<file path="config.mk">
export PLATFORM = sky130hd
export DESIGN_NAME = vga_layer_compositor
export DESIGN_NICKNAME = d
export VERILOG_FILES = /design/src/rtl/vga_layer_compositor.sv
export SDC_FILE = /design/constraint.sdc
export NUM_CORES = 1
export LEC_CHECK = 0
export ABC_AREA = 0
export BUFFER_PORTS_ARGS = -buffer_cell sky130_fd_sc_hd__buf_2
export CAP_MARGIN = 20
export CORE_MARGIN = 1.5
export CORE_UTILIZATION = 53
export DETAILED_ROUTE_END_ITERATION = 7
export PLACE_DENSITY = 0.78
export SETUP_SLACK_MARGIN = 0.3
export SLEW_MARGIN = 20
export SYNTH_ARGS = -nofsm -noshare
export SYNTH_HDL_FRONTEND = slang
export SYNTH_SLANG_ARGS = --single-unit
</file>
<file path="constraint.sdc">
create_clock -name i_clk -period 7.5 [get_ports i_clk]
set_input_delay 1.5 -clock i_clk [delete_from_list [all_inputs] [get_ports i_clk]]
set_output_delay 1.5 -clock i_clk [all_outputs]
set_load 0.02 [all_outputs]
</file>
<file path="src/rtl/vga_layer_compositor.sv">
// N-layer priority pixel compositor with colour-key transparency, frame-retimed layer enables,
// a 2-stage pixel pipeline and a per-frame background-pixel counter.
module vga_layer_compositor #(
    parameter int unsigned PIX_W  = 8,
    parameter int unsigned LAYERS = 4,
    parameter int unsigned CNT_W  = 20,
    localparam int unsigned HIT_W = (LAYERS > 1) ? $clog2(LAYERS) : 1
) (
    input  logic                      i_clk,
    input  logic                      i_reset,
    input  logic                      i_pix_en,
    input  logic                      i_bright,
    input  logic                      i_frame_start,
    input  logic [LAYERS*PIX_W-1:0]   i_layer_rgb,
    input  logic [LAYERS-1:0]         i_layer_en_req,
    input  logic                      i_key_en,
    input  logic [PIX_W-1:0]          i_key_color,
    input  logic [PIX_W-1:0]          i_bg_color,
    output logic [PIX_W-1:0]          o_rgb_out,
    output logic                      o_bright_out,
    output logic [HIT_W-1:0]          o_hit_layer,
    output logic                      o_hit_none,
    output logic [LAYERS-1:0]         o_layer_en_act,
    output logic [CNT_W-1:0]          o_bg_count_last
);

    logic [LAYERS*PIX_W-1:0] r_s1_rgb;
    logic                    r_s1_bright;
    logic [LAYERS-1:0]       r_layer_en_act;
    logic [CNT_W-1:0]        r_bg_count;
    logic [CNT_W-1:0]        r_bg_count_last;
    logic [PIX_W-1:0]        r_rgb_out;
    logic                    r_bright_out;
    logic [HIT_W-1:0]        r_hit_layer;
    logic                    r_hit_none;

    logic                    w_win;
    logic [HIT_W-1:0]        w_win_idx;
    logic [PIX_W-1:0]        w_win_pix;
    logic                    w_bg_inc;

    // Ascending scan: a later (higher-index) eligible layer overrides, so the top one wins.
    always_comb begin
        w_win     = 1'b0;
        w_win_idx = '0;
        w_win_pix = '0;
        for (int i = 0; i < LAYERS; i++) begin
            if (r_layer_en_act[i] &&
                !(i_key_en && (r_s1_rgb[i*PIX_W +: PIX_W] == i_key_color))) begin
                w_win     = 1'b1;
                w_win_idx = HIT_W'(i);
                w_win_pix = r_s1_rgb[i*PIX_W +: PIX_W];
            end
        end
    end

    assign w_bg_inc = i_pix_en && r_s1_bright && !w_win;

    always_ff @(posedge i_clk) begin
        if (i_reset) begin
            r_s1_rgb        <= '0;
            r_s1_bright     <= 1'b0;
            r_layer_en_act  <= '1;
            r_bg_count      <= '0;
            r_bg_count_last <= '0;
            r_rgb_out       <= '0;
            r_bright_out    <= 1'b0;
            r_hit_layer     <= '0;
            r_hit_none      <= 1'b0;
        end else begin
            if (i_pix_en) begin
                r_s1_rgb     <= i_layer_rgb;
                r_s1_bright  <= i_bright;
                r_bright_out <= r_s1_bright;
                if (!r_s1_bright) begin
                    r_rgb_out   <= '0;
                    r_hit_layer <= '0;
                    r_hit_none  <= 1'b0;
                end else if (w_win) begin
                    r_rgb_out   <= w_win_pix;
                    r_hit_layer <= w_win_idx;
                    r_hit_none  <= 1'b0;
                end else begin
                    r_rgb_out   <= i_bg_color;
                    r_hit_layer <= '0;
                    r_hit_none  <= 1'b1;
                end
            end

            // frame_start takes priority over a same-cycle background increment.
            if (i_frame_start) begin
                r_layer_en_act  <= i_layer_en_req;
                r_bg_count_last <= r_bg_count;
                r_bg_count      <= '0;
            end else if (w_bg_inc && (r_bg_count != {CNT_W{1'b1}})) begin
                r_bg_count <= r_bg_count + 1'b1;
            end
        end
    end

    assign o_rgb_out       = r_rgb_out;
    assign o_bright_out    = r_bright_out;
    assign o_hit_layer     = r_hit_layer;
    assign o_hit_none      = r_hit_none;
    assign o_layer_en_act  = r_layer_en_act;
    assign o_bg_count_last = r_bg_count_last;

endmodule
</file>
==> flow_metrics.env, run 1 <==
export IMPL_nets=581
export IMPL_layout_drive_gt1_share=0.237
export IMPL_period_needed_ns=3.73
export IMPL_hold_viol=0
export IMPL_ir_drop_uv=121
export IMPL_post_route_period_util=0.497
export IMPL_post_cts_resized=0
export IMPL_p_int_uw=701
export IMPL_final_util=0.632
export IMPL_die_w_um=91.9
export IMPL_postCtsHoldBufs=0
export IMPL_critPathKind="in2reg"
export IMPL_cts_made_buffers=9
export IMPL_gp_congestion=0.877
export IMPL_die_h_um=91.9
export IMPL_layout_commonest_cell="buf_2"
export IMPL_syn_inst=446
export IMPL_drtIter0Drc=184
export IMPL_net_switching_power_uw=241
export IMPL_status="finished clean"
export IMPL_max_freq_ghz=0.268
export IMPL_routedWlPerCell_um=16.4
export IMPL_min_path_type="reg2reg"
export IMPL_yosys_warnings=0
export IMPL_worst_slew_pin_slew_ns=0.975
export IMPL_area_delta_synth_final_pct=16.1
export IMPL_wl_mm=10.3
export IMPL_dp_hpwl_mm=7.52
export IMPL_synth_distinct_cells=43
export IMPL_rsz0062_at_grt="no"
export IMPL_cts_tree="done"
export IMPL_mostFrequentLayoutCells="buf_2 (93), dfxtp_1 (89), nor2_1 (61)"
export IMPL_setup_worst_path_end_class="flip-flop"
export IMPL_required_ns=7.79
export IMPL_crit_arrival_ns=4.02
export IMPL_multiInputGateArea_um2=2240
export IMPL_core_um2=7690
export IMPL_clockPowerShare=0.352
export IMPL_vias=3548
export IMPL_setup_tns_final_ns=0
export IMPL_row_count=32
export IMPL_viasPerCell=5.64
export IMPL_yosys_register_bits=89
export IMPL_cts_setup_buffers=0
export IMPL_n_fill_cell=692
export IMPL_p_per_area_nw_per_um2=194
export IMPL_grt_pass1_vias=3330
export IMPL_pwr_share_seq=0.531
export IMPL_syn_area_um2=4190
export IMPL_numClockSinks=89
export IMPL_die_area_um2=8440
export IMPL_diodes=0
export IMPL_start_util=0.545
export IMPL_p_comb_frac=0.116
export IMPL_clock_latency_ns=0.36
export IMPL_drt_pass1_iter_count=5
export IMPL_finalClockSkew_ns=0.00520
export IMPL_antenna_found_initial=0
export IMPL_cts_root_buffer="clkbuf_8"
export IMPL_async_reset_ff_frac=0
export IMPL_critPathMaxFanout=42
export IMPL_synth_flop_cell="dfxtp_1"
export IMPL_drc=0
export IMPL_start_kind="input pin"
export IMPL_globalRouteTotalUtil=0.256
export IMPL_max_slew_margin_rel=0.344
export IMPL_grt_pass1_wl_mm=17.0
export IMPL_syn_nets=505
export IMPL_yosysSeqAreaShare=0.426
export IMPL_p_sw_frac=0.256
export IMPL_clk_pin_slew_worst_paths_ns=0.09
export IMPL_grt_ovfl_total=0
export IMPL_synth_area_per_cell_um2=9.39
export IMPL_numPortBuffers=93
export IMPL_final_setup_viol_count=0
export IMPL_synth_edf_count=0
export IMPL_io_pins=94
export IMPL_slew_violations=0
export IMPL_grt_max_degree=67
export IMPL_cts_max_path_buffers=2
export IMPL_antenna_left=0
export IMPL_leakagePower_uw=0.00202
export IMPL_htree_levels=3
export IMPL_final_seq_area_um2=1780
export IMPL_maxCapViolCount=0
==> synth_stat cells (4+ instances only) <==
cell / number / area (µm²)
dfxtp_1: 89 / 1780
xnor2_1: 27 / 236
inv_1: 8 / 30.0
nand2_1: 18 / 67.6
or4_1: 9 / 67.6
mux2_2: 6 / 67.6
or3_1: 13 / 81.3
a22oi_1: 7 / 52.6
o31ai_1: 9 / 67.6
o221ai_1: 6 / 52.6
buf_1: 7 / 26.3
a211o_1: 4 / 35.0
a21oi_1: 20 / 100
mux2i_1: 60 / 601
clkbuf_1: 19 / 71.3
nand4_1: 13 / 81.3
nor2b_1: 6 / 37.5
nand3_1: 11 / 55.1
nor2_1: 61 / 229
o21ai_0: 14 / 70.1
==> kinds of logic (layout without fill, tap and decap cells) <==
family | count (synthesis) | after routing | share of synthesized area
muxes | 66 | 66 | 0.160
adders and majority gates | 1 | 1 | 0.00299
AOI/OAI and AO/OA | 75 | 75 | 0.125
and+or+nand+nor | 144 | 144 | 0.173
DFF | 89 | 89 | 0.426
buffers and inverters | 39 | 120 | 0.0409
xor gates and xnor gates | 32 | 32 | 0.0723
==> critical path, cell delays in order <==
cell and delay (ns):
buf_2 0.18, xnor2_2 0.14, nand3_2 0.11, o41ai_4 0.72, nand4bb_4 0.54, or4_1 0.67
a21oi_1 0.14
==> registers in the layout (all words and copies together) (netlist names) <==
name and count:
o_bg_count_last 20, o_rgb_out 8, o_hit_none 1, r_s1_bright 1, r_s1_rgb 32, r_bg_count 20
o_layer_en_act 4, o_bright_out 1, o_hit_layer 2
==> cell type report <==
cell class / instances / area share
Multi-Input combinational cell: 318 / 0.460
Sequential cell: 89 / 0.366
Timing Repair Buffer: 96 / 0.100
Clock buffer: 12 / 0.0299
Tap cell: 102 / 0.0262
Clock inverter: 4 / 0.0106
Inverter: 8 / 0.00618
==> through the flow <==
step / setup slack (ns) / hold WS (ns) / instance area [µm²] / std cells / power (µW)
2_1_floorplan: 4.00 / 0.464 / 4190 / 446 / 585
3_3_place_gp: 3.50 / 0.453 / 4670 / 613 / 618
3_5_place_dp: 3.44 / 0.455 / 4670 / 613 / 620
4_1_cts: 3.81 / 0.469 / 4860 / 629 / 948
5_1_grt: 3.63 / 0.508 / 4860 / 629 / 979
6_report: 3.77 / 0.470 / 4860 / 629 / 942
==> metal layers <==
metal,wire (µm),global-route usage,vias up
li1,-,-,1750
met1,5060,0.380,1674
met2,4510,0.378,110
met3,574,0.0340,14
met4,198,0.0949,0
met5,0,0,-
==> final timing paths <==
| path | endpoint | depth (start not counted) | from | slack, ns |
|---|---|---|---|---|
| worst min register to register | o_hit_layer[0]$_SDFFE_PP0P_ | 2 | o_hit_layer[0]$_SDFFE_PP0P_ | 0.47 |
| worst max-delay path | r_bg_count[15]$_SDFFE_PP0P_ | 7 | i_key_color[6] | 3.77 |
| worst max register to register | r_bg_count[9]$_SDFFE_PP0P_ | 7 | r_bg_count[0]$_SDFFE_PP0P_ | 4.65 |
| worst min-delay path | o_hit_layer[0]$_SDFFE_PP0P_ | 2 | o_hit_layer[0]$_SDFFE_PP0P_ | 0.47 |
==> power by group through the flow <==
stage	clock network [µW]	logic (µW)	registers, µW
6_report	332	110	501
5_1_grt	358	119	502
4_1_cts	338	110	500
3_5_place_dp	0	109	511
3_3_place_gp	0	107	511
2_1_floorplan	0	76.2	509
No activity file was read; power rests on OpenSTA's default activity.
==> run 2: changes to the inputs <==
- clock period: 7.5 -> 3.6 ns (I/O delays scaled with it)
==> run 2 against run 1 <==
  * Combinational power up 110%
  * Sequential power increased by 110%
  * First-iteration DRC count up 61%
  * Power rose by 120%
  * Utilization up 0.72 points
  * Critical path type unchanged
  * Critical endpoint unchanged
  * Largest cell class unchanged
  * Highest routed layer unchanged
==> flow_metrics.env, run 2 (synthesis results as in run 1) <==
export IMPL_rr_startpoint="r_bg_count[0]$_SDFFE_PP0P_"
export IMPL_critPathKind="in2reg"
export IMPL_slew_violations=0
export IMPL_p_sw_frac=0.248
export IMPL_die_w_um=91.9
export IMPL_net_switching_power_uw=511
export IMPL_top_register="r_s1_rgb"
export IMPL_whs_path_depth=2
export IMPL_layout_drive_gt1_share=0.244
export IMPL_post_route_period_util=0.724
export IMPL_cts_setup_buffers=0
export IMPL_dp_cells=615
export IMPL_p_comb_frac=0.111
export IMPL_clock_latency_ns=0.36
export IMPL_cts_max_path_buffers=2
export IMPL_worstPathCellList="buf_2 > xnor2_1 > nand3_1 > o31a_1 > nand4bb_4 > or4_1 > a21oi_1"
export IMPL_postCtsHoldBufs=0
export IMPL_row_count=32
export IMPL_gp_congestion=0.950
export IMPL_critPathMaxFanout=42
export IMPL_globalRouteTotalUtil=0.249
export IMPL_min_path_type="reg2reg"
export IMPL_reg2reg_depth=8
export IMPL_leakagePower_uw=0.00205
export IMPL_clk_pin_slew_worst_paths_ns=0.09
export IMPL_worst_slew_pin_slew_ns=0.890
export IMPL_area_delta_synth_final_pct=17.5
export IMPL_setup_worst_path_end_class="flip-flop"
export IMPL_start_util=0.545
export IMPL_n_fill_cell=659
export IMPL_diodes=0
export IMPL_vias=3625
export IMPL_drc=0
export IMPL_layout_commonest_cell="buf_2"
export IMPL_start_kind="input pin"
export IMPL_routedWlPerCell_um=16.1
export IMPL_mostFrequentLayoutCells="buf_2 (93), dfxtp_1 (89), nor2_1 (61)"
export IMPL_p_per_area_nw_per_um2=419
export IMPL_startpoint="i_key_color[6]"
export IMPL_htree_levels=3
export IMPL_whs_ns=0.467
export IMPL_fin_cells=631
export IMPL_antenna_left=0
export IMPL_drt_pass1_iter_count=5
export IMPL_grt_pass1_vias=3261
export IMPL_die_area_um2=8440
export IMPL_ir_drop_uv=209
export IMPL_io_pins=94
export IMPL_status="finished clean"
export IMPL_post_cts_resized=0
export IMPL_min_from="o_bright_out$_SDFFE_PP0P_"
export IMPL_grt_max_degree=43
export IMPL_post_place_ws_ns=0.619
export IMPL_nets=583
export IMPL_cts_made_buffers=9
export IMPL_grt_ovfl_total=0
export IMPL_p_int_uw=1550
export IMPL_crit_arrival_ns=2.89
export IMPL_numClockSinks=89
export IMPL_clockPowerShare=0.383
export IMPL_max_slew_margin_rel=0.399
export IMPL_grt_pass1_wl_mm=16.6
export IMPL_die_h_um=91.9
export IMPL_wl_mm=10.2
export IMPL_cts_root_buffer="clkbuf_8"
export IMPL_largest_register_ffs=32
export IMPL_hold_viol=0
export IMPL_slowest_delay_ns=0.65
export IMPL_viasPerCell=5.74
export IMPL_antenna_found_initial=0
export IMPL_period_needed_ns=2.61
export IMPL_core_um2=7690
export IMPL_crit_slowest_cell="or4_1"
export IMPL_worst_slack_ns=0.992
export IMPL_max_freq_ghz=0.383
export IMPL_final_setup_viol_count=0
export IMPL_setup_tns_final_ns=0
export IMPL_rsz0062_at_grt="no"
export IMPL_finalClockSkew_ns=0.0124
export IMPL_numPortBuffers=93
export IMPL_required_ns=3.88
export IMPL_cts_tree="done"
export IMPL_drtIter0Drc=296
export IMPL_pwr_share_seq=0.506
export IMPL_maxCapViolCount=0
export IMPL_dp_hpwl_mm=7.36
## run 2: changes by cell type in the layout (fill, tap and decap cells not counted)
cell | previous run | this run
buf_4 | 3 | 5
bufinv_16 | 1 | 2
clkbuf_1 | 2 | 0
clkbuf_8 | 10 | 11
clkinv_2 | 1 | 0
clkinv_4 | 0 | 1
## run 2: critical path, delay by kind of cell
| kind | cells | cell delay [ns] |
|---|---|---|
| and+or+nand+nor | 3 | 1.33 |
| AOI/OAI and AO/OA | 2 | 0.54 |
| buffers and inverters | 1 | 0.15 |
| xor gates and xnor gates | 1 | 0.15 |
## run 2: cell type report
type,count,area [µm²],share of cell area
multi-input cells,318,2240,0.455
flip-flops and latches,89,1780,0.362
repair buffers,98,503,0.102
clock buffers,11,151,0.0308
well taps,102,128,0.0260
clock inverters,5,85.1,0.0173
inverters,8,30.0,0.00611
## run 2: power groups by stage
stage	sequential (µW)	clock, µW	combinational, µW
3_3_place_gp	1060	0	222
3_5_place_dp	1070	0	228
2_1_floorplan	1060	0	159
5_1_grt	1050	844	249
4_1_cts	1040	797	229
6_report	1040	789	230
## run 2: worst paths after layout
| path | end | slack (ns) |
|---|---|---|
| setup / recovery | r_bg_count[15]$_SDFFE_PP0P_ | 0.99 |
| hold / removal | o_bright_out$_SDFFE_PP0P_ | 0.47 |
| setup reg to reg | r_bg_count[7]$_SDFFE_PP0P_ | 1.00 |
| hold reg to reg | o_bright_out$_SDFFE_PP0P_ | 0.47 |
## run 2: metrics by stage
stage	cell area [µm²]	total power, µW	utilization
after detailed placement	4680	1290	0.609
final	4920	2060	0.640
after global placement	4680	1290	0.609
after CTS	4920	2070	0.640
after global routing	4920	2140	0.640
after floorplan	4190	1220	-
## run 2: layer usage
metal	vias to the layer above	track usage	routed length, µm
met5	-	0	0
met4	0	0.0987	223
met2	135	0.372	4350
li1	1759	-	-
met1	1713	0.355	5040
met3	18	0.0431	574
==> run 3: changes to the inputs <==
- ABC_AREA: 0 -> 1
- clock period: 3.6 -> 2.4 ns (I/O delays scaled with it)
==> run 3 against run 2 <==
  * Die area up 7.5%
  * Sequential share of layout area down 2.5 points
  * Sequential power rose by 53%
  * Power grew 46%
  * Area after synthesis increased by 7.8%
  * Hold slack worse by 0.15 ns
  * Non-clock buffer count grew 6
  * First-iteration DRC count is 24% lower
  * Largest cell class unchanged
  * Highest routed layer unchanged
==> flow_metrics.env, run 3 <==
export IMPL_synth_most_common_cell="nand2_1"
export IMPL_largest_register_ffs=32
export IMPL_yosys_top_cells_count="nand2_1 (143), dfxtp_1 (89), a21oi_1 (79)"
export IMPL_numPortBuffers=93
export IMPL_clk_pin_slew_worst_paths_ns=0.10
export IMPL_slew_violations=0
export IMPL_synth_top_family_by_area="simple AND/OR/NAND/NOR gates"
export IMPL_synth_flop_cell="dfxtp_1"
export IMPL_viasPerCell=5.48
export IMPL_worstSetupPathDepth=12
export IMPL_worst_r2r_endpoint="r_bg_count[11]$_SDFFE_PP0P_"
export IMPL_vias=4732
export IMPL_wl_mm=12.5
export IMPL_rr_startpoint="r_s1_rgb[7]$_SDFFE_PP0P_"
export IMPL_rsz0062_at_grt="no"
export IMPL_cts_tree="done"
export IMPL_clockPowerShare=0.327
export IMPL_cp_buffers_inverters=2
export IMPL_drtIter0Drc=226
export IMPL_cts_root_buffer="clkbuf_8"
export IMPL_nets=812
export IMPL_maxCapViolCount=0
export IMPL_yosys_register_bits=89
export IMPL_path_delay_family="simple AND/OR/NAND/NOR gates"
export IMPL_min_path_type="in2reg"
export IMPL_max_freq_ghz=0.509
export IMPL_period_needed_ns=1.96
export IMPL_crit_arrival_ns=2.19
export IMPL_globalRouteTotalUtil=0.288
export IMPL_slowest_delay_ns=0.36
export IMPL_antenna_found_initial=0
export IMPL_reg2reg_depth=12
export IMPL_area_delta_synth_final_pct=17.0
export IMPL_cts_made_buffers=9
export IMPL_die_area_um2=9080
export IMPL_pwr_share_seq=0.529
export IMPL_p_per_area_nw_per_um2=569
export IMPL_yosysTopAreaCell="dfxtp_1"
export IMPL_critPathMostFrequentCell="nand2_1"
export IMPL_synth_area_per_cell_um2=6.75
export IMPL_synth_edf_count=0
export IMPL_synth_adder_area_share=0.00277
export IMPL_synthXorXnorAreaFrac=0.0427
export IMPL_endpoint="r_bg_count[11]$_SDFFE_PP0P_"
export IMPL_critPathMaxFanout=20
export IMPL_hold_viol=0
export IMPL_p_int_uw=2090
export IMPL_grt_pass1_vias=4402
export IMPL_startpoint="r_s1_rgb[7]$_SDFFE_PP0P_"
export IMPL_start_kind="flip-flop"
export IMPL_final_setup_viol_count=0
export IMPL_row_count=33
export IMPL_layout_drive_gt1_share=0.189
export IMPL_synth_mux_area_frac=0
export IMPL_syn_inst=669
export IMPL_min_from="i_layer_en_req[3]"
export IMPL_die_w_um=95.3
export IMPL_antenna_left=0
export IMPL_mostFrequentLayoutCells="nand2_1 (143), buf_2 (93), dfxtp_1 (88)"
export IMPL_p_comb_frac=0.144
export IMPL_htree_levels=3
export IMPL_max_slew_margin_rel=0.571
export IMPL_worstPathCellList="inv_1 > a21oi_1 > nand3_1 > nor2_2 > nand2_1 > nand2_4 > nand2_4 > nor3_4 > nand2_1 > buf_8 > nand2_1 > a21oi_1"
export IMPL_routedWlPerCell_um=14.5
export IMPL_p_sw_frac=0.303
export IMPL_whs_ns=0.320
export IMPL_drc=0
export IMPL_core_um2=8220
export IMPL_finalClockSkew_ns=0.00974
export IMPL_start_util=0.549
export IMPL_diodes=0
export IMPL_leakagePower_uw=0.00237
export IMPL_post_route_period_util=0.818
export IMPL_io_pins=94
export IMPL_async_reset_ff_frac=0
export IMPL_synth_area_top_cells="dfxtp_1 (39%), nand2_1 (12%), a21oi_1 (8.8%)"
export IMPL_cts_max_path_buffers=2
export IMPL_syn_area_um2=4510
export IMPL_top_register="r_s1_rgb"
export IMPL_worst_slew_pin_slew_ns=0.643
export IMPL_synth_compound_area_share=0.166
export IMPL_dp_hpwl_mm=9.27
export IMPL_yosys_warnings=0
export IMPL_net_switching_power_uw=911
export IMPL_critPathKind="reg2reg"
export IMPL_required_ns=2.63
export IMPL_rrSetupSlack_ns=0.44
export IMPL_gp_congestion=1.00
export IMPL_synth_simple_area_share=0.294
export IMPL_grt_ovfl_total=0
export IMPL_drt_pass1_iter_count=5
export IMPL_die_h_um=95.3
export IMPL_setup_tns_final_ns=0
export IMPL_setup_worst_path_end_class="flip-flop"
export IMPL_ir_drop_uv=325
export IMPL_clock_latency_ns=0.37
export IMPL_yosysSeqAreaShare=0.395
export IMPL_numClockSinks=89
export IMPL_grt_max_degree=61
export IMPL_syn_nets=728
export IMPL_status="finished clean"
export IMPL_synth_distinct_cells=26
export IMPL_crit_slowest_cell="dfxtp_1"
export IMPL_grt_pass1_wl_mm=20.3
export IMPL_n_fill_cell=777
export IMPL_layout_commonest_cell="nand2_1"
export IMPL_synth_top_cell_area_share=0.395
==> run 3: changes by cell type after synthesis, sizes merged, moves of 9 or more <==
cell	previous run	this run
nand2	18	150
inv	8	79
mux2i	60	0
a21oi	20	79
o21ai	14	66
nand3	12	60
xnor2	30	6
xor2	2	16
nor2	61	48
or3	13	0
nand3b	0	9
o31ai	9	0
or4	9	0
==> run 3: worst min path at each step <==
stage	to	depth (start not counted)
after floorplan	r_bg_count[12]$_SDFFE_PP0P_	2
after CTS	r_s1_rgb[17]$_SDFFE_PP0P_	3
after global routing	o_layer_en_act[1]$_SDFFE_PP1P_	3
final	o_layer_en_act[3]$_SDFFE_PP1P_	3
after detailed placement	o_rgb_out[7]$_SDFFE_PP0P_	2
after global placement	o_bright_out$_SDFFE_PP0P_	2
==> run 3: per-stage QoR <==
stage | setup slack, ns | total power (µW) | instance area [µm²] | util | std cells
after floorplan | 0.571 | 1890 | 4510 | - | 669
final | 0.436 | 3000 | 5280 | 0.642 | 863
after global placement | 0.201 | 2040 | 5060 | 0.616 | 846
after global routing | 0.275 | 3130 | 5280 | 0.642 | 863
after detailed placement | 0.0961 | 2050 | 5060 | 0.616 | 846
after CTS | 0.332 | 3010 | 5240 | 0.637 | 862
==> run 3: repair_timing <==
| item | in CTS | in global routing |
|---|---|---|
| resized for setup | 0 | 9 |
| setup endpoints to repair | 0 | 20 |
| hold buffers | 0 | 0 |
| setup buffers | 0 | 1 |
==> run 3: cell type report <==
class / instances / area [µm²] / share of cell area
Multi-Input combinational cell: 466 / 2300 / 0.436
Tap cell: 105 / 131 / 0.0249
Clock inverter: 6 / 50.0 / 0.00948
Clock buffer: 10 / 128 / 0.0242
Inverter: 83 / 312 / 0.0590
Timing Repair Buffer: 104 / 576 / 0.109
Sequential cell: 89 / 1780 / 0.338
==> run 3: power by group through the flow <==
stage                     Clock (µW)  Combinational [µW]  Sequential (µW)
final                            984                 431             1590
after global placement             0                 418             1620
after detailed placement           0                 428             1620
after floorplan                    0                 248             1640
after global routing            1050                 484             1600
after CTS                        989                 430             1590
==> run 3: kinds of logic after synthesis <==
kind of cell	after synthesis
and+or+nand+nor	295
AOI/OAI and AO/OA	148
buffers and inverters	114
DFF	89
xor gates and xnor gates	22
adders and majority gates	1
==> run 3: tightest hold or removal path: stages <==
cell and delay [ns]:
buf_2 0.07, nand2_1 0.04, nand3_1 0.06
==> run 3: routing by layer <==
metal | share of wire | up-vias | track usage
li1 | - | 2346 | -
met1 | 0.41 | 2187 | 0.332
met2 | 0.50 | 166 | 0.515
met3 | 0.057 | 33 | 0.0526
met4 | 0.032 | 0 | 0.124
met5 | 0 | - | 0
